### src/rtl/seq_bit_serializer_pkg.sv
// Shared types and helpers for the bit serializer that feeds the 1101 detector.
// Holds the FSM state type, the load-length width and the frame-length clamp.
package seq_pkg;

  typedef enum logic {
    IDLE  = 1'b0,
    SHIFT = 1'b1
  } state_t;

  function automatic int lw_of(input int width);
    return $clog2(width + 1);
  endfunction

  localparam int WIDTH_DEFAULT = 8;
  localparam int LW_DEFAULT    = lw_of(WIDTH_DEFAULT);

  // A zero or oversized request means "send the whole word".
  function automatic int unsigned eff_len(input int unsigned len, input int unsigned width);
    return (len == 0 || len > width) ? width : len;
  endfunction

endpackage

### src/rtl/seq_bit_serializer_if.sv
// Word-load handshake, bit-advance strobe and serial output of the serializer.
// The master side is the word source; the slave side is the serializer itself.
interface seq_bit_serializer_if
  import seq_pkg::*;
#(
  parameter int WIDTH = WIDTH_DEFAULT,
  parameter int LW    = lw_of(WIDTH)
);

  logic             load_valid;
  logic             load_ready;
  logic [WIDTH-1:0] load_data;
  logic [LW-1:0]    load_len;
  logic             en;
  logic             ser_out;
  logic             ser_valid;
  logic             busy;
  logic             done;

  modport master (
    output load_valid, load_data, load_len, en,
    input  load_ready, ser_out, ser_valid, busy, done
  );

  modport slave (
    input  load_valid, load_data, load_len, en,
    output load_ready, ser_out, ser_valid, busy, done
  );

endinterface

### src/rtl/seq_bit_serializer.sv
// Parallel-to-serial feeder: accepts variable-length words and shifts them out
// one bit per enabled clock, handing off gaplessly on the last bit of a frame.
//
// state | meaning
// IDLE  | no frame; ser_out=0, ser_valid=0, ready for a word
// SHIFT | frame active; ser_out carries the current bit
module seq_bit_serializer
  import seq_pkg::*;
#(
  parameter int WIDTH     = WIDTH_DEFAULT,
  parameter int MSB_FIRST = 1
) (
  input logic                clk,
  input logic                rst,
  seq_bit_serializer_if.slave bus
);

  localparam int LW = lw_of(WIDTH);

  state_t           state, state_nx;
  logic [WIDTH-1:0] sreg;
  logic [WIDTH-1:0] sreg_load;
  logic [WIDTH-1:0] data_masked;
  logic [LW-1:0]    cnt;
  logic [LW-1:0]    len_eff;
  logic             last_bit;
  logic             ready;
  logic             accept;
  logic             done_q;
  logic             cur_bit;

  always_comb begin
    state_nx    = state;
    len_eff     = LW'(eff_len(32'(bus.load_len), WIDTH));
    last_bit    = (state == SHIFT) && (cnt == LW'(1)) && bus.en;
    ready       = (state == IDLE) || last_bit;
    accept      = bus.load_valid && ready;
    // Drop bits above the frame so they can never reach ser_out.
    data_masked = bus.load_data & ~({WIDTH{1'b1}} << len_eff);
    sreg_load   = data_masked;
    if (MSB_FIRST != 0) begin
      sreg_load = data_masked << (WIDTH - int'(len_eff));
    end
    if (accept) begin
      state_nx = SHIFT;
    end else if (last_bit) begin
      state_nx = IDLE;
    end
  end

  always_ff @(posedge clk or posedge rst) begin
    if (rst) begin
      state  <= IDLE;
      sreg   <= '0;
      cnt    <= '0;
      done_q <= 1'b0;
    end else begin
      state  <= state_nx;
      done_q <= last_bit && !accept;
      if (accept) begin
        sreg <= sreg_load;
        cnt  <= len_eff;
      end else if (state == SHIFT && bus.en) begin
        cnt  <= cnt - LW'(1);
        sreg <= (MSB_FIRST != 0) ? (sreg << 1) : (sreg >> 1);
      end
    end
  end

  assign cur_bit       = (MSB_FIRST != 0) ? sreg[WIDTH-1] : sreg[0];
  assign bus.load_ready = ready;
  assign bus.ser_valid  = (state == SHIFT);
  assign bus.busy       = (state == SHIFT);
  assign bus.ser_out    = (state == SHIFT) && cur_bit;
  assign bus.done       = done_q;

endmodule

### src/flat_wrapper.sv
// flat-port wrapper written by rule: the top's interface ports become plain ports
module seq_bit_serializer_flat import seq_pkg::*;
#(
  parameter int WIDTH     = WIDTH_DEFAULT,
  parameter int MSB_FIRST = 1
)
  (clk, rst, bus_load_valid, bus_load_data, bus_load_len, bus_en, bus_load_ready, bus_ser_out, bus_ser_valid, bus_busy, bus_done);
  seq_bit_serializer_if #(.WIDTH(WIDTH)) bus_i ();
  input logic clk;
  input logic rst;
  input wire logic [$bits(bus_i.load_valid)-1:0] bus_load_valid;
  input wire logic [$bits(bus_i.load_data)-1:0] bus_load_data;
  input wire logic [$bits(bus_i.load_len)-1:0] bus_load_len;
  input wire logic [$bits(bus_i.en)-1:0] bus_en;
  output wire logic [$bits(bus_i.load_ready)-1:0] bus_load_ready;
  output wire logic [$bits(bus_i.ser_out)-1:0] bus_ser_out;
  output wire logic [$bits(bus_i.ser_valid)-1:0] bus_ser_valid;
  output wire logic [$bits(bus_i.busy)-1:0] bus_busy;
  output wire logic [$bits(bus_i.done)-1:0] bus_done;
  assign bus_i.load_valid = bus_load_valid;
  assign bus_i.load_data = bus_load_data;
  assign bus_i.load_len = bus_load_len;
  assign bus_i.en = bus_en;
  assign bus_load_ready = bus_i.load_ready;
  assign bus_ser_out = bus_i.ser_out;
  assign bus_ser_valid = bus_i.ser_valid;
  assign bus_busy = bus_i.busy;
  assign bus_done = bus_i.done;
  seq_bit_serializer #(.WIDTH(WIDTH), .MSB_FIRST(MSB_FIRST)) u_core (.clk(clk), .rst(rst), .bus(bus_i));
endmodule
### config.mk
export PLATFORM = sky130hd
export DESIGN_NAME = seq_bit_serializer_flat
export DESIGN_NICKNAME = d
export VERILOG_FILES = /design/src/rtl/seq_bit_serializer_pkg.sv /design/src/rtl/seq_bit_serializer_if.sv /design/src/rtl/seq_bit_serializer.sv /design/src/flat_wrapper.sv
export SDC_FILE = /design/constraint.sdc
export NUM_CORES = 1
export LEC_CHECK = 0
export CAP_MARGIN = 40
export CORE_ASPECT_RATIO = 1.4
export CORE_UTILIZATION = 52
export CTS_CLUSTER_DIAMETER = 50
export DETAILED_ROUTE_END_ITERATION = 16
export PLACE_DENSITY = 0.85
export SLEW_MARGIN = 20
export SYNTH_ARGS = -nofsm -noshare
export SYNTH_HDL_FRONTEND = slang
export SYNTH_SLANG_ARGS = --single-unit
export TNS_END_PERCENT = 50
### constraint.sdc
create_clock -name clk -period 1.9 [get_ports clk]
set_input_delay 0.38 -clock clk [delete_from_list [all_inputs] [get_ports clk]]
set_output_delay 0.38 -clock clk [all_outputs]
set_load 0.02 [all_outputs]
==> flow_metrics.env <==
export IMPL_first_iter_violations=114
export IMPL_path_clk_slew_ns=0.09
export IMPL_cp_required_ns=2.10
export IMPL_syn_area_per_cell_um2=8.34
export IMPL_worst_pin_slew_ns=0.537
export IMPL_p_switching_mw=0.579
export IMPL_ys_flop_type="dfrtp_1"
export IMPL_r2r_end="u_core.sreg[6]"
export IMPL_p_sw_share_pct=39.5
export IMPL_post_synth_top_count_cell="dfrtp_1"
export IMPL_insertion_delay_ns=0.30
export IMPL_seq_power_share_pct=33.7
export IMPL_antenna_found_initial=0
export IMPL_crit_end="u_core.sreg[6]"
export IMPL_rows=20
export IMPL_io_buffers=20
export IMPL_die_height_um=59.6
export IMPL_r2r_slack_ns=0.11
export IMPL_cp_depth=7
export IMPL_max_slew_margin_rel_pct=64.2
export IMPL_routed_wl_um=4320
export IMPL_slowest_stage="dlygate4sd2_1"
export IMPL_grt_max_degree=15
export IMPL_htree_levels=1
export IMPL_critPathKind="input port to flop"
export IMPL_internal_power_mw=0.889
export IMPL_synth_top_cell_area_share_pct=28.4
export IMPL_critPathMaxFanout=7
export IMPL_comb_power_share_pct=50.6
export IMPL_path_delay_family="compound AO/OA/AOI/OAI gates"
export IMPL_synth_top_family_by_area="compound AO/OA/AOI/OAI gates"
export IMPL_numCtsBuffers=3
export IMPL_yosys_top_cells_count="14 x dfrtp_1, 12 x nor2_1, 10 x inv_1, 9 x a21oi_1, 8 x o21ai_0"
export IMPL_synth_seq_cells=14
export IMPL_synth_cell_type_count=49
export IMPL_area_growth_pct=52.8
export IMPL_status="finished clean"
export IMPL_wl_per_cell_um=19.5
export IMPL_p_per_area_mw_per_mm2=779
export IMPL_num_io_pins=21
export IMPL_final_setup_skew_ns=0.00370
export IMPL_slew_viol_final=0
export IMPL_drv_cap=0
export IMPL_design_die_area_mm2=0.00257
export IMPL_grt_usage_pct=31.8
export IMPL_grt_pass1_wl_um=6110
export IMPL_ant_nets=0
export IMPL_synthSimpleGateAreaFrac_pct=22.6
export IMPL_tritoncts_num_sinks=14
export IMPL_drive_gt1_share_pct=35.7
export IMPL_ir_drop_mv=0.463
export IMPL_core_mm2=0.00220
export IMPL_path_buf_inv=2
export IMPL_power_leakage_nw=0.824
export IMPL_synth_compound_area_share_pct=32.3
export IMPL_clockPowerShare_pct=15.7
export IMPL_syn_nets=170
export IMPL_hpwlAfterDp_um=2890
export IMPL_initial_core_util_pct=56.0
export IMPL_clockBufferDepth=2
export IMPL_cp_end_kind="flop"
export IMPL_die_x_um=43.2
export IMPL_yosys_area_top_type="dfrtp_1"
export IMPL_final_cells=221
export IMPL_yosys_area_share_adder_pct=6.09
export IMPL_num_vias=1536
export IMPL_stdcell_area_mm2=0.00189
export IMPL_grt_pass1_vias=1377
export IMPL_hold_buffers=0
export IMPL_max_freq_ghz=0.530
export IMPL_clockRootBuffer="clkbuf_4"
export IMPL_syn_area_mm2=0.00123
export IMPL_crit_arrival_ns=2.09
export IMPL_finalWeightedCongestion=0.898
export IMPL_synth_area_leaders="dfrtp_1 28%, ha_1 6.1%, a21oi_1 3.7%"
export IMPL_worstSetupStartpoint="bus_load_len[2]"
export IMPL_finalHoldViolations=0
export IMPL_reg2reg_depth=8
export IMPL_synth_warnings=0
export IMPL_hp_class="input port to asynchronous set/reset pin"
export IMPL_nets=222
export IMPL_start_kind="input port"
export IMPL_setup_viol=0
export IMPL_netlist_instances=148
export IMPL_fin_crit_ns=1.89
export IMPL_cts_tree="yes"
export IMPL_grt_ovfl_total=0
export IMPL_synthXorXnorAreaFrac_pct=0
export IMPL_fin_crit_sh_pct=99.3
export IMPL_vias_per_cell=6.95
export IMPL_drc=0
export IMPL_antenna_cells=0
export IMPL_synth_edf_count=0
export IMPL_synth_mux_area_share_pct=2.54
export IMPL_async_reset_ff_share_pct=100
export IMPL_num_fill_cells=122
export IMPL_report_power_total_mw=1.47
export IMPL_ys_seq_area_share_pct=28.4
export IMPL_dr_pass1_iters=5
export IMPL_holdWs_ns=0.411
export IMPL_dp_cells=212
export IMPL_cpPeakStageDelay_ns=0.34
export IMPL_r2r_start="u_core.cnt[1]"
export IMPL_place_area_mm2=0.00170
export IMPL_path_cells="dlygate4sd2_1, buf_4, nor3_1, nor2_1, a211oi_2, mux2i_1, o311ai_1"
==> through the flow <==
stage               TNS (ns)  utilization [%]  setup WS, ns
global placement       -3.26             77.1        -0.454
CTS                        0             81.0       0.00314
detailed placement     -3.98             77.1        -0.585
finish                     0             85.6        0.0133
global route          -0.164             85.6       -0.0416
floorplan                  0                -       0.00395
==> sequential cells by signal, indices dropped and copies added, names as in the netlist <==
signal,cells
u_core.bus.busy,1
u_core.bus.done,1
u_core.sreg,8
u_core.cnt,4
==> layout make-up <==
type / instances / area, um2 / share of cell area [%]
well taps: 22 / 27.5 / 1.46
inverters: 12 / 47.5 / 2.52
repair buffers: 57 / 487 / 25.8
multi-input cells: 112 / 936 / 49.6
clock buffers: 4 / 36.3 / 1.92
flip-flops and latches: 14 / 352 / 18.6
==> worst min-delay path by stage <==
stage                    from               to
2_1_floorplan             rst  u_core.bus.busy
3_3_place_gp   u_core.sreg[0]   u_core.sreg[0]
3_5_place_dp   u_core.sreg[0]   u_core.sreg[0]
4_1_cts                   rst   u_core.sreg[6]
5_1_grt                   rst   u_core.sreg[6]
6_report                  rst   u_core.sreg[6]
==> logic make-up (layout without fill, tap and decap cells) <==
logic type / after synthesis / count (layout)
buffers and inverters: 22 / 73
AO/OA/AOI/OAI: 54 / 54
AND/OR/NAND/NOR: 49 / 49
flip-flops: 14 / 14
multiplexers: 3 / 3
adder cells (fa/ha/maj): 6 / 6
==> routing by layer <==
layer | wire length (um) | global-route usage (%)
met5 | 0 | 0
met4 | 331 | 20.8
met3 | 326 | 4.57
met2 | 2240 | 59.1
met1 | 1420 | 32.0
==> layout by cell type, fill, tap and decap left out, types with 3 or more instances in the layout <==
master / instances
buf_4: 35
clkdlybuf4s50_1: 14
dfrtp_1: 13
nor2_1: 12
a21oi_1: 8
nor3_1: 6
inv_1: 6
o21ai_0: 6
o21ai_1: 5
inv_2: 5
nand2_1: 5
nand3_1: 3
nand2b_1: 3
nand2b_4: 3
nand4_1: 3
o311ai_1: 3
a211oi_1: 3
o211ai_1: 3
ha_4: 3
clkbuf_4: 3
==> power by group through the flow <==
stage                     registers, mW  logic, mW  clock network [mW]
after floorplan                   0.471      0.414                   0
after global placement            0.481      0.627                   0
after detailed placement          0.490      0.651                   0
after CTS                         0.485      0.662               0.226
after global routing              0.505      0.811               0.241
final                             0.495      0.743               0.230
==> timing repair <==
item / 4_1_cts / 5_1_grt
resized for setup: 16 / 18
pin swaps: 6 / 14
gates cloned: 0 / 0
setup endpoints to repair: 9 / 8
setup buffers: 3 / 2
No activity file was read; power rests on OpenSTA's default activity.
